File: src/rtl/pc_fetch_pkg.sv
// pc_fetch_pkg: shared types and constants for the instruction-fetch sequencer.
//   redirect_kind_t : encoding of the redirect_kind input
//   fetch_state_t   : fetch FSM states (also visible on the fsm_state debug port)
package pc_fetch_pkg;

  localparam int PC_W        = 32;
  localparam int IMM_W       = 26;
  localparam int INSTR_BYTES = 4;

  typedef enum logic [1:0] {
    BRANCH = 2'b00,
    JUMP   = 2'b01,
    JREG   = 2'b10,
    RSVD   = 2'b11
  } redirect_kind_t;

  typedef enum logic [1:0] {
    FETCH    = 2'd0,
    WAIT_RSP = 2'd1,
    DRAIN    = 2'd2
  } fetch_state_t;

endpackage

File: src/rtl/pc_target_calc.sv
// pc_target_calc: combinational redirect target computation.
// Ports:
//   kind     in  redirect kind (branch / jump / jump-register / reserved)
//   base_pc  in  PC of the control instruction
//   imm      in  immediate field (branch uses [15:0], jump uses all 26 bits)
//   jr_reg   in  jump-register source value
//   target   out redirect target address
//   misalign out jump-register source had non-zero low bits
module pc_target_calc
  import pc_fetch_pkg::*;
(
  input  redirect_kind_t    kind,
  input  logic [PC_W-1:0]   base_pc,
  input  logic [IMM_W-1:0]  imm,
  input  logic [PC_W-1:0]   jr_reg,
  output logic [PC_W-1:0]   target,
  output logic              misalign
);

  logic [PC_W-1:0] seq_pc;
  logic [PC_W-1:0] br_off;

  assign seq_pc = base_pc + PC_W'(INSTR_BYTES);
  // Word offset: sign-extend the 16-bit field and scale by 4 in one concat.
  assign br_off = {{14{imm[15]}}, imm[15:0], 2'b00};

  always_comb begin
    target   = seq_pc;
    misalign = 1'b0;
    unique case (kind)
      BRANCH: target = seq_pc + br_off;
      // Jump stays inside the 256 MB region of the sequential PC.
      JUMP:   target = {seq_pc[31:28], imm, 2'b00};
      JREG: begin
        target   = {jr_reg[31:2], 2'b00};
        misalign = (jr_reg[1:0] != 2'b00);
      end
      default: target = seq_pc;
    endcase
  end

endmodule

File: src/rtl/pc_fetch_unit.sv
// pc_fetch_unit: instruction-fetch sequencer owning the program counter.
// Ports:
//   clk, rst                 clock, synchronous active-high reset
//   stall                    blocks new fetch requests (redirects still taken)
//   redirect_*               one-cycle redirect strobe plus target operands
//   imem_req_*               fetch request channel to instruction memory
//   imem_rsp_*               fetch response (>= 1 cycle after acceptance)
//   if_valid/pc/instr/ready  one-entry output buffer towards decode
//   misalign_err             sticky: jump-register target had bits [1:0] != 0
//   fsm_state                current fetch FSM state (debug)
//
// Handshakes: a transfer happens on a rising edge where valid && ready are
// both high. A producer keeps valid and payload stable until the transfer,
// except that a redirect withdraws a pending fetch request in its own cycle.
module pc_fetch_unit
  import pc_fetch_pkg::*;
#(
  parameter logic [PC_W-1:0] RESET_PC = 32'h0000_0000
) (
  input  logic              clk,
  input  logic              rst,
  input  logic              stall,
  input  logic              redirect_valid,
  input  logic [1:0]        redirect_kind,
  input  logic [PC_W-1:0]   redirect_base_pc,
  input  logic [IMM_W-1:0]  redirect_imm,
  input  logic [PC_W-1:0]   redirect_reg,
  output logic              imem_req_valid,
  output logic [PC_W-1:0]   imem_req_addr,
  input  logic              imem_req_ready,
  input  logic              imem_rsp_valid,
  input  logic [31:0]       imem_rsp_data,
  output logic              if_valid,
  output logic [PC_W-1:0]   if_pc,
  output logic [31:0]       if_instr,
  input  logic              if_ready,
  output logic              misalign_err,
  output logic [1:0]        fsm_state
);

  fetch_state_t    state_q, state_d;
  redirect_kind_t  kind;
  logic [PC_W-1:0] pc_q, pc_d;
  logic [PC_W-1:0] target;
  logic            target_misalign;
  logic            redirect_take;
  logic            rsp_load;

  assign kind          = redirect_kind_t'(redirect_kind);
  // Reserved kind has no effect on state; it still masks the request below.
  assign redirect_take = redirect_valid && (kind != RSVD);
  assign imem_req_addr = pc_q;
  assign fsm_state     = state_q;

  pc_target_calc u_target (
    .kind     (kind),
    .base_pc  (redirect_base_pc),
    .imm      (redirect_imm),
    .jr_reg   (redirect_reg),
    .target   (target),
    .misalign (target_misalign)
  );

  always_ff @(posedge clk) begin
    if (rst) state_q <= FETCH;
    else     state_q <= state_d;
  end

  always_comb begin
    state_d        = state_q;
    pc_d           = pc_q;
    imem_req_valid = 1'b0;
    rsp_load       = 1'b0;
    unique case (state_q)
      FETCH: begin
        // if_ready opens the request so the buffer is free when data returns.
        imem_req_valid = !rst && !stall && !redirect_valid && (!if_valid || if_ready);
        if (imem_req_valid && imem_req_ready) state_d = WAIT_RSP;
      end
      WAIT_RSP: begin
        if (imem_rsp_valid) begin
          state_d = FETCH;
          if (!redirect_take) begin
            rsp_load = 1'b1;
            pc_d     = pc_q + PC_W'(INSTR_BYTES);
          end
        end else if (redirect_take) begin
          state_d = DRAIN;
        end
      end
      DRAIN: begin
        if (imem_rsp_valid) state_d = FETCH;
      end
      default: state_d = FETCH;
    endcase
    if (redirect_take) pc_d = target;
  end

  always_ff @(posedge clk) begin
    if (rst) begin
      pc_q         <= RESET_PC;
      if_valid     <= 1'b0;
      if_pc        <= '0;
      if_instr     <= '0;
      misalign_err <= 1'b0;
    end else begin
      pc_q <= pc_d;
      if (redirect_take) begin
        if_valid <= 1'b0;
      end else if (rsp_load) begin
        if_valid <= 1'b1;
        if_pc    <= pc_q;
        if_instr <= imem_rsp_data;
      end else if (if_valid && if_ready) begin
        if_valid <= 1'b0;
      end
      if (redirect_take && target_misalign) misalign_err <= 1'b1;
    end
  end

endmodule
File: config.mk
export PLATFORM = sky130hd
export DESIGN_NAME = pc_fetch_unit
export DESIGN_NICKNAME = d
export VERILOG_FILES = /design/src/rtl/pc_fetch_pkg.sv /design/src/rtl/pc_target_calc.sv /design/src/rtl/pc_fetch_unit.sv
export SDC_FILE = /design/constraint.sdc
export NUM_CORES = 1
export LEC_CHECK = 0
export CORE_MARGIN = 2
export CORE_UTILIZATION = 47
export CTS_CLUSTER_SIZE = 25
export DETAILED_ROUTE_END_ITERATION = 8
export GPL_ROUTABILITY_DRIVEN = 0
export PLACE_DENSITY = 0.82
export SLEW_MARGIN = 15
export SYNTH_ARGS = -nofsm -noshare
export SYNTH_HDL_FRONTEND = slang
export SYNTH_SLANG_ARGS = --single-unit
export TNS_END_PERCENT = 30
File: constraint.sdc
create_clock -name clk -period 4.45 [get_ports clk]
set_clock_uncertainty 0.1 [all_clocks]
set_input_delay 0.89 -clock clk [delete_from_list [all_inputs] [get_ports clk]]
set_output_delay 0.89 -clock clk [all_outputs]
set_load 0.02 [all_outputs]
* Word-level counts from Yosys, hierarchy flattened
Index checks and enable logic that the tools add are counted.
** Cells by class
- Eq/ne operators :: 8
- Div/mod/pow operators :: 0
- Shift-type cells :: 0
- Muxes and demuxes :: 16
- Multiply operators :: 0
- Bitwise operators :: 1
- Reduce and logical (&&, ||, !) cells :: 22
- Order comparisons :: 0
- Add/subtract/negate cells :: 3
** Operators with widths (count)
- two-way mux 32 bit :: 3
- case mux 32 bit (3 select lines) :: 1
- adder 32 x 3 -> 32 bit (second input constant) :: 2
- adder 32 bit :: 1
- two-way mux 2 bit :: 4
- nonzero test 2 bit :: 4
- logical AND 1 bit :: 7
- two-way mux 1 bit :: 7
- inequality test 2 bit (second input constant) :: 3
- case mux 2 bit (3 select lines) :: 1
- == test 2 x 1 -> 1 bit (second input constant) :: 2
- == test 2 bit (second input constant) :: 2
- zero test 1 bit :: 4
- zero test 2 bit :: 2
- AND reduction 2 bit :: 2
- inequality test 3 bit (second input constant) :: 1
- AND reduction 3 bit :: 1
- OR reduction 2 bit :: 1
- logical OR 1 bit :: 1
- inverter 1 bit :: 1
** Word-level totals
- Flip-flop bits (word level) :: 100
- Input bits :: 131
- Latch bits :: 0
- Memories kept :: 0
- Word-level logic and storage cells :: 56
- Bits in writable memories :: 0
- Output and inout port bits :: 101
- ROM bits :: 0

* Depth between registers and ports, before layout
Gate-level depths: netlist of the first run.
- Depth after elaboration :: 7
- Gate-level depth with buffers :: 16
- Gate-level depth less buffers :: 14

* By module
A second synthesis of the first run with hierarchy kept.
** Unflattened totals
- Cell total of the unflattened synthesis :: 853
- Area, all modules :: 6891.6 sq um
** By module, submodules not included
- pc_fetch_unit :: cells an instance 506, seq. area each 2001.9 sq um, times used 1, area an instance 4077.7 sq um
- pc_target_calc :: cells an instance 347, seq. area each 0.0 sq um, times used 1, area an instance 2813.9 sq um

* Worst setup path before layout of the first run
Ideal clock, no wire load.
- Kind :: in2reg
- Start :: in redirect_base_pc[5]
- End :: reg pc_q[25], in the netlist imem_req_addr[25]
- Library setup time :: 62 ps
- Buffers on the path :: 1
- Slack :: 722 ps
- Stages on the path :: 14
- Arrival :: 3566 ps
- Data required time :: 4288 ps
- Path through :: and4_1 -> buf_2 -> and3_1 -> nand2_1 -> xnor2_1 -> ha_1 -> nand3_1 -> nor4b_1 -> o31ai_2 -> a21oi_1 -> o21a_1 -> a31oi_1 -> or4b_1 -> nand3_1
** Between the ends
- Word-level cells in the longest chain between the ends :: 4
** RTL lines
- from (decl) :: RTL line pc_fetch_unit.sv:25 : input logic [PC_W-1:0] redirect_base_pc,
- adder 32 x 3 -> 32 bit * :: RTL line pc_target_calc.sv:23 : assign seq_pc = base_pc + PC_W'(INSTR_BYTES);
- adder 32 bit :: RTL line pc_target_calc.sv:31 : BRANCH: target = seq_pc + br_off;
- case mux 32 bit (3 select lines) * :: RTL line pc_target_calc.sv:30 : unique case (kind)
- two-way mux 32 bit * :: RTL line pc_fetch_unit.sv:96 : if (redirect_take) pc_d = target;
- to (signal assigned) :: RTL line pc_fetch_unit.sv:107 : pc_q <= pc_d;
- to (decl) :: RTL line pc_fetch_unit.sv:43 : logic [PC_W-1:0] pc_q, pc_d;
Mark *: on every way between the ends. The rest lies on a longest branch, timed or not.
A chain may end at the register's enable or synchronous reset.

* Final worst setup path of the first run
- Start :: in redirect_base_pc[7]
- End :: reg pc_q[25], in the netlist imem_req_addr[25]
Same word-level chain as after synthesis.

==> results of run 1 <==
## cell type report
type / instances / area, um^2
Fill cell: 1230 / 4580
Timing Repair Buffer: 267 / 2590
Sequential cell: 100 / 2000
Tap cell: 184 / 230
Multi-Input combinational cell: 769 / 4610
Inverter: 20 / 75.1
Clock buffer: 10 / 229
Clock inverter: 6 / 113
## worst max-delay path: cells and delay by family
| family | cells | cell delay, ns |
|---|---|---|
| and+or+nand+nor | 7 | 1.65 |
| AOI/OAI and AO/OA | 4 | 0.83 |
| buffers and inverters | 1 | 0.49 |
| adders and majority gates | 1 | 0.40 |
| xor gates and xnor gates | 1 | 0.15 |
## cells by family (layout without fill, tap and decap cells)
group | after synthesis | after routing | share of synthesized area
mux | 8 | 8 | 0.0120
xor+xnor | 67 | 67 | 0.0854
fa+ha+maj | 37 | 37 | 0.0685
buf+inv | 74 | 303 | 0.0406
flops | 100 | 100 | 0.291
simple gates | 383 | 383 | 0.257
compound gates | 274 | 274 | 0.245
## metal layers
| metal | up-vias | part of all wire |
|---|---|---|
| li1 | 3788 | - |
| met1 | 3527 | 0.44 |
| met2 | 373 | 0.46 |
| met3 | 37 | 0.081 |
| met4 | 0 | 0.025 |
| met5 | - | 0 |
## repair_timing
action,CTS,global route
endpoints found under the setup margin,0,2
endpoints found under the hold margin,0,0
resized for setup,0,2
## worst max path at each step
stage                        startpoint           endpoint  cells after the start
floorplan           redirect_base_pc[5]  imem_req_addr[25]                     14
global placement    redirect_base_pc[7]  imem_req_addr[25]                     14
detailed placement  redirect_base_pc[7]  imem_req_addr[25]                     14
CTS                 redirect_base_pc[7]  imem_req_addr[25]                     14
global route        redirect_base_pc[7]  imem_req_addr[25]                     14
finish              redirect_base_pc[7]  imem_req_addr[25]                     14
## synthesized netlist by cell type (5+ instances only)
master,n,area share
nand2_1,188,0.10
a21oi_1,122,0.089
dfxtp_1,100,0.29
nor2_1,70,0.038
xnor2_1,47,0.060
clkbuf_1,44,0.024
ha_1,36,0.066
o21ai_0,34,0.025
nand3_1,30,0.022
a211oi_1,21,0.023
xor2_1,20,0.025
inv_1,19,0.010
nand4_1,18,0.016
a21o_1,16,0.017
and3_1,16,0.015
nor3_1,14,0.010
a31oi_1,11,0.010
buf_1,9,0.0049
nand2b_1,8,0.0073
o21a_1,7,0.0076
a221oi_1,6,0.0076
mux2i_1,6,0.0087
o21ai_1,6,0.0044
o21bai_1,6,0.0066
o22ai_1,6,0.0055
or3_1,6,0.0055
o31ai_1,5,0.0055
## power groups by stage
stage / combinational (W) / clock, W / sequential [W]
global placement: 0.000677 / 0 / 0.000990
finish: 0.000700 / 0.000880 / 0.000971
CTS: 0.000690 / 0.000891 / 0.000970
detailed placement: 0.000686 / 0 / 0.000990
floorplan: 0.000352 / 0 / 0.00101
global route: 0.000757 / 0.000934 / 0.000975
## registers in the layout (all words and copies together), names as in the netlist
register       cells
if_pc             32
if_valid           1
misalign_err       1
fsm_state          2
if_instr          32
imem_req_addr     32
## through the flow
| stage | area, um^2 | TNS, ns | instances | setup WS [ns] |
|---|---|---|---|---|
| after CTS | 9840 | 0 | 1356 | 0.296 |
| after global routing | 9850 | 0 | 1356 | 0.000489 |
| after global placement | 9490 | 0 | 1340 | 0.0508 |
| after detailed placement | 9490 | -0.124 | 1340 | -0.0606 |
| final | 9850 | 0 | 1356 | 0.242 |
| after floorplan | 6870 | 0 | 943 | 0.722 |
==> metrics.txt, run 1 <==
# TYPE chip_impl_metric gauge
chip_impl_info{name="critPathKind",value="input pin to register"} 1
chip_impl_metric{name="clk-insertion-delay-late",unit="ns"} 0.34
chip_impl_metric{name="timing.hold.worst_path_depth",unit=""} 2
chip_impl_metric{name="min_period",unit="ns"} 4.21
chip_impl_metric{name="synthArstFlopShare",unit=""} 0
chip_impl_metric{name="via_count_of_the_first_global_routing_pass",unit=""} 7184
chip_impl_metric{name="final_core_util",unit=""} 0.683
chip_impl_metric{name="timing.final.setup_violations",unit=""} 0
chip_impl_metric{name="routed_wl",unit="um"} 22200
chip_impl_metric{name="timing.critical_path.fanout_max",unit=""} 7
chip_impl_info{name="rr_endpoint",value="imem_req_addr[30]"} 1
chip_impl_metric{name="synth.avg_cell_area",unit="um^2"} 7.29
chip_impl_metric{name="reg2reg_depth",unit=""} 10
chip_impl_metric{name="maxCapViolations",unit=""} 0
chip_impl_metric{name="cts_num_sinks",unit=""} 100
chip_impl_metric{name="synth_nets",unit=""} 1111
chip_impl_metric{name="grt_remaining_overflow",unit=""} 0
chip_impl_metric{name="synthCells",unit=""} 943
chip_impl_metric{name="mappedNetlistArea",unit="um^2"} 6870
chip_impl_metric{name="totalPowerFinal",unit="W"} 0.00255
chip_impl_metric{name="grt_util_met2",unit=""} 0.453
chip_impl_metric{name="die_height",unit="um"} 125
chip_impl_info{name="cts_root_buffer",value="clkbuf_16"} 1
chip_impl_info{name="outcome",value="finished clean"} 1
chip_impl_metric{name="initialDrtViolationCount",unit=""} 518
chip_impl_metric{name="groute.layer.met3.usage",unit=""} 0.0481
chip_impl_info{name="hold_path_startpoint",value="if_instr[17]"} 1
chip_impl_metric{name="clockBufferDepth",unit=""} 2
chip_impl_metric{name="synth_enable_flop_cells",unit=""} 0
chip_impl_metric{name="worst_max_slew_margin_expressed_relative_to_the_limit",unit=""} 0.467
chip_impl_metric{name="maxSlewViolCount",unit=""} 0
chip_impl_metric{name="portBuffers",unit=""} 231
chip_impl_metric{name="max_freq",unit="MHz"} 238
chip_impl_info{name="worstReg2RegStart",value="imem_req_addr[2]"} 1
chip_impl_metric{name="initial_utilization",unit=""} 0.476
chip_impl_metric{name="combinational_power_share",unit=""} 0.275
chip_impl_metric{name="portion_of_total_power_attributed_to_the_clock_network",unit=""} 0.345
chip_impl_metric{name="cts_made_buffers",unit=""} 9
chip_impl_metric{name="worstPathRequired",unit="ns"} 4.63
chip_impl_metric{name="yosys_warnings",unit=""} 0
chip_impl_metric{name="power.switching",unit="W"} 0.000732
chip_impl_metric{name="antenna_cells_inserted",unit=""} 0
chip_impl_metric{name="core.rowCount",unit=""} 44
chip_impl_metric{name="r2r_setup_slack",unit="ns"} 1.77
chip_impl_metric{name="grt_start_max_net_pins",unit=""} 68
chip_impl_metric{name="power.switching_fraction",unit=""} 0.287
chip_impl_metric{name="dp_hpwl",unit="um"} 17000
chip_impl_metric{name="postRouteAntennaNets",unit=""} 0
chip_impl_metric{name="drcViolationCount",unit=""} 0
chip_impl_info{name="final_cell_mix",value="229 x clkdlybuf4s50_1, 187 x nand2_1, 121 x a21oi_1"} 1
chip_impl_metric{name="synth.ff_latch_count",unit=""} 100
chip_impl_metric{name="vias_per_cell",unit=""} 5.70
chip_impl_metric{name="routed-via-count",unit=""} 7725
chip_impl_info{name="critical_path.slowest_cell",value="clkdlybuf4s50_1"} 1
chip_impl_metric{name="cts.htree.levels",unit=""} 3
chip_impl_metric{name="die_area",unit="um^2"} 15600
chip_impl_metric{name="num-nets-final",unit=""} 1335
chip_impl_metric{name="detail_routed_net_length_per_standard_cell",unit="um"} 16.4
chip_impl_metric{name="ys_seq_area_frac",unit=""} 0.291
chip_impl_metric{name="finalCritPeriodShare",unit=""} 0.946
chip_impl_info{name="start_kind",value="input pin"} 1
chip_impl_metric{name="hold_violations",unit=""} 0
chip_impl_info{name="nature_of_the_critical_path_endpoint",value="register"} 1
chip_impl_metric{name="tightest_slew",unit="ns"} 0.797
chip_impl_metric{name="total_leakage_power",unit="nW"} 3.68
chip_impl_metric{name="grt_usage",unit=""} 0.273
chip_impl_metric{name="finalHoldWorstSlack",unit="ns"} 0.353
chip_impl_metric{name="gr-usage-met1",unit=""} 0.363
chip_impl_info{name="mostFrequentLayoutCell",value="clkdlybuf4s50_1"} 1
chip_impl_metric{name="timing.critical_path.slowest_cell_delay",unit="ns"} 0.49
chip_impl_metric{name="seq_power_share",unit=""} 0.380
chip_impl_metric{name="grt_pass1_wl",unit="um"} 35800
chip_impl_metric{name="floorplan.die.width",unit="um"} 125
chip_impl_metric{name="irDropWorstVdd",unit="uV"} 188
chip_impl_info{name="rsz_0062_raised_after_global_routing",value="false"} 1
chip_impl_metric{name="p_per_area",unit="nW/um^2"} 259
chip_impl_metric{name="post_cts_buffers",unit=""} 0
chip_impl_metric{name="boundaryPins",unit=""} 232
chip_impl_metric{name="antenna_found_initial",unit=""} 0
chip_impl_metric{name="arrival",unit="ns"} 4.39
chip_impl_metric{name="yosys.cell_types.count",unit=""} 67
chip_impl_metric{name="floorplan.core_area",unit="um^2"} 14400
chip_impl_metric{name="drtPass1Iterations",unit=""} 5
chip_impl_info{name="synth-main-ff-cell",value="dfxtp_1"} 1
chip_impl_metric{name="p_int",unit="W"} 0.00182
chip_impl_metric{name="post_cts_hold_buffer_count",unit=""} 0
chip_impl_info{name="critical_path.most_common_cell",value="nand3_1"} 1
chip_impl_info{name="worstHoldEndpoint",value="if_instr[17]"} 1
chip_impl_info{name="grt_busiest_layer",value="met2"} 1
chip_impl_metric{name="layout-area-overhead-vs-synth",unit="%"} 43.3
chip_impl_metric{name="layout-drive-gt1-share",unit=""} 0.0580
chip_impl_info{name="cp_cell_sequence",value="clkdlybuf4s50_1 > and4_1 > and3_1 > nand2_1 > xnor2_1 > ha_1 > nand3_1 > nor4b_1 > o31ai_2 > a21oi_1 > o21a_1 > a31oi_1 > or4b_1 > nand3_1"} 1
chip_impl_info{name="hold_crit_path_type",value="register to register"} 1
chip_impl_info{name="cts_tree",value="yes"} 1
chip_impl_metric{name="clk_transition_reported_paths",unit="ns"} 0.07
No activity file was read; power rests on OpenSTA's default activity.
==> run 2: changes to the inputs <==
Settings changed: CAP_MARGIN set to 25, GPL_TIMING_DRIVEN set to 0.
==> run 2 against run 1 <==
  * Clock power down 8.9%
  * Global-route usage increased by 1.7 points
  * Largest power group unchanged
  * Design area shrank 1.0%
  * Final cell count rose by 1.0%
  * Highest routed layer unchanged
  * Combinational power about the same
  * Core utilization fell by 0.69 points
  * Routed wire length up 7.5%
  * Sequential power about the same
==> metrics.txt, run 2 (synthesized netlist as in run 1, its figures left out) <==
# TYPE chip_impl_metric gauge
chip_impl_metric{name="initialDrtViolationCount",unit=""} 636
chip_impl_metric{name="cts_made_buffers",unit=""} 9
chip_impl_metric{name="grt_pass1_wl",unit="um"} 37100
chip_impl_metric{name="routed_wl",unit="um"} 23800
chip_impl_metric{name="hold_violations",unit=""} 0
chip_impl_info{name="nature_of_the_critical_path_endpoint",value="register"} 1
chip_impl_metric{name="p_per_area",unit="nW/um^2"} 254
chip_impl_metric{name="final.setup.worst_slack",unit="ns"} 0.205
chip_impl_metric{name="grt_remaining_overflow",unit=""} 0
chip_impl_metric{name="drtPass1Iterations",unit=""} 6
chip_impl_metric{name="layout-area-overhead-vs-synth",unit="%"} 41.9
chip_impl_metric{name="clk_transition_reported_paths",unit="ns"} 0.07
chip_impl_metric{name="total_leakage_power",unit="nW"} 3.54
chip_impl_metric{name="postRouteAntennaNets",unit=""} 0
chip_impl_metric{name="portBuffers",unit=""} 228
chip_impl_metric{name="antenna_cells_inserted",unit=""} 0
chip_impl_metric{name="final_core_util",unit=""} 0.676
chip_impl_info{name="hold_path_startpoint",value="if_instr[25]"} 1
chip_impl_metric{name="finalCritPeriodShare",unit=""} 0.954
chip_impl_metric{name="timing.critical_path.fanout_max",unit=""} 7
chip_impl_metric{name="worstPathRequired",unit="ns"} 4.58
chip_impl_metric{name="core.rowCount",unit=""} 44
chip_impl_metric{name="layout-drive-gt1-share",unit=""} 0.0329
chip_impl_metric{name="r2r_setup_slack",unit="ns"} 1.52
chip_impl_metric{name="tightest_slew",unit="ns"} 0.760
chip_impl_metric{name="max_freq",unit="MHz"} 236
chip_impl_metric{name="maxCapViolations",unit=""} 0
chip_impl_metric{name="reg2reg_depth",unit=""} 9
chip_impl_info{name="worstReg2RegStart",value="imem_req_addr[2]"} 1
chip_impl_metric{name="irDropWorstVdd",unit="uV"} 162
chip_impl_metric{name="post_route_cell_area",unit="um^2"} 9750
chip_impl_metric{name="vias_per_cell",unit=""} 5.78
chip_impl_metric{name="dp_hpwl",unit="um"} 18700
chip_impl_metric{name="placedInstanceArea",unit="um^2"} 9380
chip_impl_metric{name="drcViolationCount",unit=""} 0
chip_impl_info{name="rr_endpoint",value="imem_req_addr[30]"} 1
chip_impl_info{name="rsz_0062_raised_after_global_routing",value="true"} 1
chip_impl_metric{name="cts.htree.levels",unit=""} 3
chip_impl_metric{name="detail_routed_net_length_per_standard_cell",unit="um"} 17.4
chip_impl_info{name="final_cell_mix",value="228 x clkdlybuf4s50_1, 188 x nand2_1, 120 x a21oi_1"} 1
chip_impl_info{name="critPathKind",value="input pin to register"} 1
chip_impl_metric{name="num-nets-final",unit=""} 1349
chip_impl_metric{name="boundaryPins",unit=""} 232
chip_impl_metric{name="post_cts_buffers",unit=""} 0
chip_impl_metric{name="arrival",unit="ns"} 4.38
chip_impl_metric{name="timing.hold.worst_path_depth",unit=""} 2
chip_impl_info{name="worstHoldEndpoint",value="if_instr[25]"} 1
chip_impl_metric{name="min_period",unit="ns"} 4.24
chip_impl_metric{name="clockBufferDepth",unit=""} 2
chip_impl_metric{name="routed-via-count",unit=""} 7913
chip_impl_metric{name="die_height",unit="um"} 125
chip_impl_metric{name="via_count_of_the_first_global_routing_pass",unit=""} 7372
chip_impl_metric{name="grt_start_max_net_pins",unit=""} 18
chip_impl_metric{name="grt_usage",unit=""} 0.290
chip_impl_metric{name="clk-insertion-delay-late",unit="ns"} 0.34
chip_impl_metric{name="floorplan.die.width",unit="um"} 125
chip_impl_info{name="cts_tree",value="yes"} 1
chip_impl_metric{name="cts_num_sinks",unit=""} 100
chip_impl_info{name="mostFrequentLayoutCell",value="clkdlybuf4s50_1"} 1
chip_impl_info{name="outcome",value="finished clean"} 1
chip_impl_info{name="start_kind",value="input pin"} 1
chip_impl_metric{name="worst_max_slew_margin_expressed_relative_to_the_limit",unit=""} 0.492
chip_impl_metric{name="timing.final.setup_violations",unit=""} 0
chip_impl_metric{name="maxSlewViolCount",unit=""} 0
chip_impl_metric{name="antenna_found_initial",unit=""} 0
chip_impl_metric{name="dp_worst_setup_slack",unit="ns"} -0.414
chip_impl_info{name="cts_root_buffer",value="clkbuf_16"} 1
chip_impl_metric{name="die_area",unit="um^2"} 15600
chip_impl_metric{name="floorplan.core_area",unit="um^2"} 14400
chip_impl_info{name="hold_crit_path_type",value="register to register"} 1
chip_impl_metric{name="initial_utilization",unit=""} 0.476
run 2: cell types whose count changed in the layout (fill, tap and decap cells not counted), sizes merged:
cell	previous run	this run
clkinv	3	0
clkbuf	10	56
clkinvlp	0	2
bufinv	3	1
buf	38	10
clkdlybuf4s50	229	228
run 2: how the worst max path moves through the flow:
stage	startpoint	end	depth (start not counted)
global route	redirect_base_pc[4]	imem_req_addr[15]	15
global placement	redirect_base_pc[4]	imem_req_addr[26]	14
finish	redirect_base_pc[4]	imem_req_addr[27]	15
floorplan	redirect_base_pc[5]	imem_req_addr[25]	14
CTS	redirect_base_pc[4]	imem_req_addr[25]	15
detailed placement	redirect_base_pc[4]	imem_req_addr[26]	14
run 2: report_power, final:
part	switching [W]	internal, W	total (W)
registers	0.0000468	0.000924	0.000970
logic	0.000368	0.000331	0.000699
clock network	0.000334	0.000468	0.000802
run 2: metrics by stage:
stage / hold WS [ns] / total power [W] / TNS [ns] / instances
after global routing: 0.373 / 0.00257 / -0.0128 / 1370
after CTS: 0.356 / 0.00245 / 0 / 1371
after global placement: 0.341 / 0.00165 / -1.89 / 1355
after floorplan: 0.435 / 0.00136 / 0 / 943
after detailed placement: 0.347 / 0.00166 / -2.32 / 1355
final: 0.354 / 0.00247 / 0 / 1370
run 2: worst max-delay path, cell delays in order:
cell             delay [ns]
clkdlybuf4s50_1        0.55
and4_1                 0.20
buf_2                  0.16
and3_1                 0.19
nand2_1                0.07
xnor2_1                0.16
ha_2                   0.39
nand3_1                0.15
nor4b_2                0.33
o31ai_2                0.17
a211oi_1               0.37
o31a_1                 0.25
xnor2_1                0.14
nor2_1                 0.05
o31a_1                 0.29
run 2: repair_timing:
item / 4_1_cts / 5_1_grt
setup endpoints to repair: 2 / 13
hold buffers: 0 / 0
endpoints found under the hold margin: 0 / 0
pin swaps: 0 / 1
resized for setup: 2 / 13
run 2: cell type report:
class | instances | area [um^2]
clock inverter | 3 | 45.0
inverter | 20 | 75.1
clock buffer | 13 | 260
buffer | 53 | 200
fill | 1242 | 4680
timing repair buffer | 228 | 2280
sequential | 100 | 2000
tap | 184 | 230
multi-input combinational | 769 | 4650
run 2: routing by layer:
layer	vias to the layer above	global-route usage	routed length, um
met1	3621	0.370	9810
li1	3839	-	-
met3	47	0.0477	2100
met4	0	0.0948	584
met5	-	0	0
met2	406	0.502	11400
==> run 3: changes to the inputs <==
Settings changed: CELL_PAD_IN_SITES_DETAIL_PLACEMENT set to 2, CELL_PAD_IN_SITES_GLOBAL_PLACEMENT set to 2, CORE_MARGIN 2 to unset, CORE_UTILIZATION 47 to 25, PLACE_DENSITY 0.82 to unset, PLACE_DENSITY_LB_ADDON set to 0.1.
==> run 3 against run 2 <==
  * Routed wire length grew 28%
  * Clock power shrank 2%
  * Global-route usage shrank 7.7 points
  * Total power grew 1.3%
  * Core utilization shrank 30 points
  * Flip-flop and latch count is the same
  * Critical path type unchanged
  * Largest power group unchanged
==> metrics.txt, run 3 (synthesized netlist as in run 1, its figures left out) <==
# TYPE chip_impl_metric gauge
chip_impl_info{name="outcome",value="finished clean"} 1
chip_impl_metric{name="worst_max_slew_margin_expressed_relative_to_the_limit",unit=""} 0.365
chip_impl_metric{name="timing.final.setup_violations",unit=""} 0
chip_impl_metric{name="grt_pass1_wl",unit="um"} 46700
chip_impl_metric{name="post_route_cell_area",unit="um^2"} 10100
chip_impl_metric{name="p_per_area",unit="nW/um^2"} 249
chip_impl_metric{name="drtPass1Iterations",unit=""} 4
chip_impl_metric{name="clk-insertion-delay-late",unit="ns"} 0.35
chip_impl_metric{name="clockBufferDepth",unit=""} 2
chip_impl_metric{name="max_freq",unit="MHz"} 232
chip_impl_metric{name="portBuffers",unit=""} 228
chip_impl_metric{name="tightest_slew",unit="ns"} 0.943
chip_impl_metric{name="dp_hpwl",unit="um"} 24700
chip_impl_metric{name="core.rowCount",unit=""} 60
chip_impl_metric{name="detail_routed_net_length_per_standard_cell",unit="um"} 19.9
chip_impl_metric{name="min_period",unit="ns"} 4.31
chip_impl_metric{name="finish.cell_count_without_fillers",unit=""} 1529
chip_impl_metric{name="setup_tns",unit="ns"} 0
chip_impl_metric{name="finalCritPeriodShare",unit=""} 0.968
chip_impl_metric{name="grt_start_max_net_pins",unit=""} 18
chip_impl_metric{name="vias_per_cell",unit=""} 5.11
chip_impl_metric{name="antenna_found_initial",unit=""} 1
chip_impl_metric{name="grt_util_met2",unit=""} 0.376
chip_impl_metric{name="die_height",unit="um"} 168
chip_impl_metric{name="cts.htree.levels",unit=""} 3
chip_impl_metric{name="routed_wl",unit="um"} 30400
chip_impl_metric{name="groute.layer.met3.usage",unit=""} 0.0247
chip_impl_metric{name="die_area",unit="um^2"} 28100
chip_impl_metric{name="placedInstanceArea",unit="um^2"} 9580
chip_impl_metric{name="num-nets-final",unit=""} 1350
chip_impl_metric{name="dp_worst_setup_slack",unit="ns"} -0.745
chip_impl_metric{name="floorplan.core_area",unit="um^2"} 27000
chip_impl_metric{name="clk_transition_reported_paths",unit="ns"} 0.07
chip_impl_metric{name="fillerInstances",unit=""} 3133
chip_impl_metric{name="layout-area-overhead-vs-synth",unit="%"} 46.3
chip_impl_metric{name="initial_utilization",unit=""} 0.255
chip_impl_metric{name="final.setup.worst_slack",unit="ns"} 0.142
chip_impl_metric{name="final_core_util",unit=""} 0.373
chip_impl_metric{name="cts_num_sinks",unit=""} 100
chip_impl_info{name="start_kind",value="input pin"} 1
chip_impl_info{name="nature_of_the_critical_path_endpoint",value="register"} 1
chip_impl_info{name="hold_crit_path_type",value="register to register"} 1
chip_impl_metric{name="timing.critical_path.fanout_max",unit=""} 7
chip_impl_metric{name="grt_usage",unit=""} 0.213
chip_impl_metric{name="irDropWorstVdd",unit="uV"} 146
chip_impl_metric{name="gr-usage-met1",unit=""} 0.274
chip_impl_metric{name="hold_violations",unit=""} 0
chip_impl_metric{name="total_leakage_power",unit="nW"} 3.57
chip_impl_metric{name="arrival",unit="ns"} 4.42
chip_impl_metric{name="worstPathRequired",unit="ns"} 4.56
chip_impl_info{name="cts_tree",value="yes"} 1
chip_impl_metric{name="floorplan.die.width",unit="um"} 168
chip_impl_info{name="mostFrequentLayoutCell",value="clkdlybuf4s50_1"} 1
chip_impl_metric{name="postRouteAntennaNets",unit=""} 0
chip_impl_metric{name="via_count_of_the_first_global_routing_pass",unit=""} 8188
chip_impl_metric{name="initialDrtViolationCount",unit=""} 311
chip_impl_info{name="cts_root_buffer",value="clkbuf_16"} 1
chip_impl_metric{name="grt_remaining_overflow",unit=""} 0
chip_impl_metric{name="layout-drive-gt1-share",unit=""} 0.0489
chip_impl_metric{name="maxSlewViolCount",unit=""} 0
chip_impl_metric{name="dp.cells",unit=""} 1512
chip_impl_info{name="final_cell_mix",value="228 x clkdlybuf4s50_1, 188 x nand2_1, 120 x a21oi_1"} 1
chip_impl_metric{name="drcViolationCount",unit=""} 0
chip_impl_metric{name="boundaryPins",unit=""} 232
chip_impl_metric{name="cts_made_buffers",unit=""} 9
chip_impl_info{name="critPathKind",value="input pin to register"} 1
chip_impl_metric{name="routed-via-count",unit=""} 7813
chip_impl_info{name="grt_busiest_layer",value="met2"} 1
chip_impl_metric{name="maxCapViolations",unit=""} 0
==> run 3: repair_timing <==
| action | CTS | global route |
|---|---|---|
| gates resized for setup | 6 | 31 |
| pin swaps | 0 | 4 |
| buffers inserted | 0 | 2 |
| hold buffers | 0 | 0 |
| setup endpoints to repair | 8 | 15 |
==> run 3: power by group <==
group	internal (W)	switching, W
sequential	0.000923	0.0000496
combinational	0.000339	0.000405
clock	0.000404	0.000383
total	0.00167	0.000838
==> run 3: path summary, 6_finish.rpt <==
check                                         start           endpoint  slack (ns)  cells past startpoint
worst max-delay path            redirect_base_pc[4]  imem_req_addr[26]        0.14                     14
worst min-delay path                      if_pc[22]          if_pc[22]        0.36                      2
worst max register to register     imem_req_addr[2]  imem_req_addr[30]        1.43                      9
worst min register to register            if_pc[22]          if_pc[22]        0.36                      2
==> run 3: layout make-up <==
class,instances,area [um^2],area share
clock inverters,5,45.0,0.00448
multi-input cells,769,4770,0.474
clock buffers,11,243,0.0241
flip-flops and latches,100,2000,0.199
diodes,1,2.50,0.000249
inverters,20,75.1,0.00747
well taps,341,427,0.0424
repair buffers,230,2300,0.228
plain buffers,52,196,0.0195
==> run 3: metrics by stage <==
stage / power [W] / hold slack, ns
finish: 0.00250 / 0.355
global route: 0.00262 / 0.372
CTS: 0.00251 / 0.360
detailed placement: 0.00171 / 0.350
global placement: 0.00170 / 0.342
floorplan: 0.00136 / 0.435
==> run 3: worst max-delay path, cell delays in order <==
cell	delay, ns
clkdlybuf4s50_1	0.56
and4_1	0.20
buf_2	0.17
and3_1	0.23
nand2_1	0.08
xnor2_1	0.13
ha_1	0.45
nand4_1	0.18
or2_2	0.33
a311oi_4	0.34
nor4_4	0.08
or3b_1	0.40
a31oi_2	0.29
a211oi_1	0.09
==> run 3: routing by layer <==
layer / part of all wire / vias to the layer above
met4: 0.017 / 0
met3: 0.036 / 24
li1: - / 3819
met1: 0.46 / 3782
met2: 0.48 / 188
met5: 0 / -
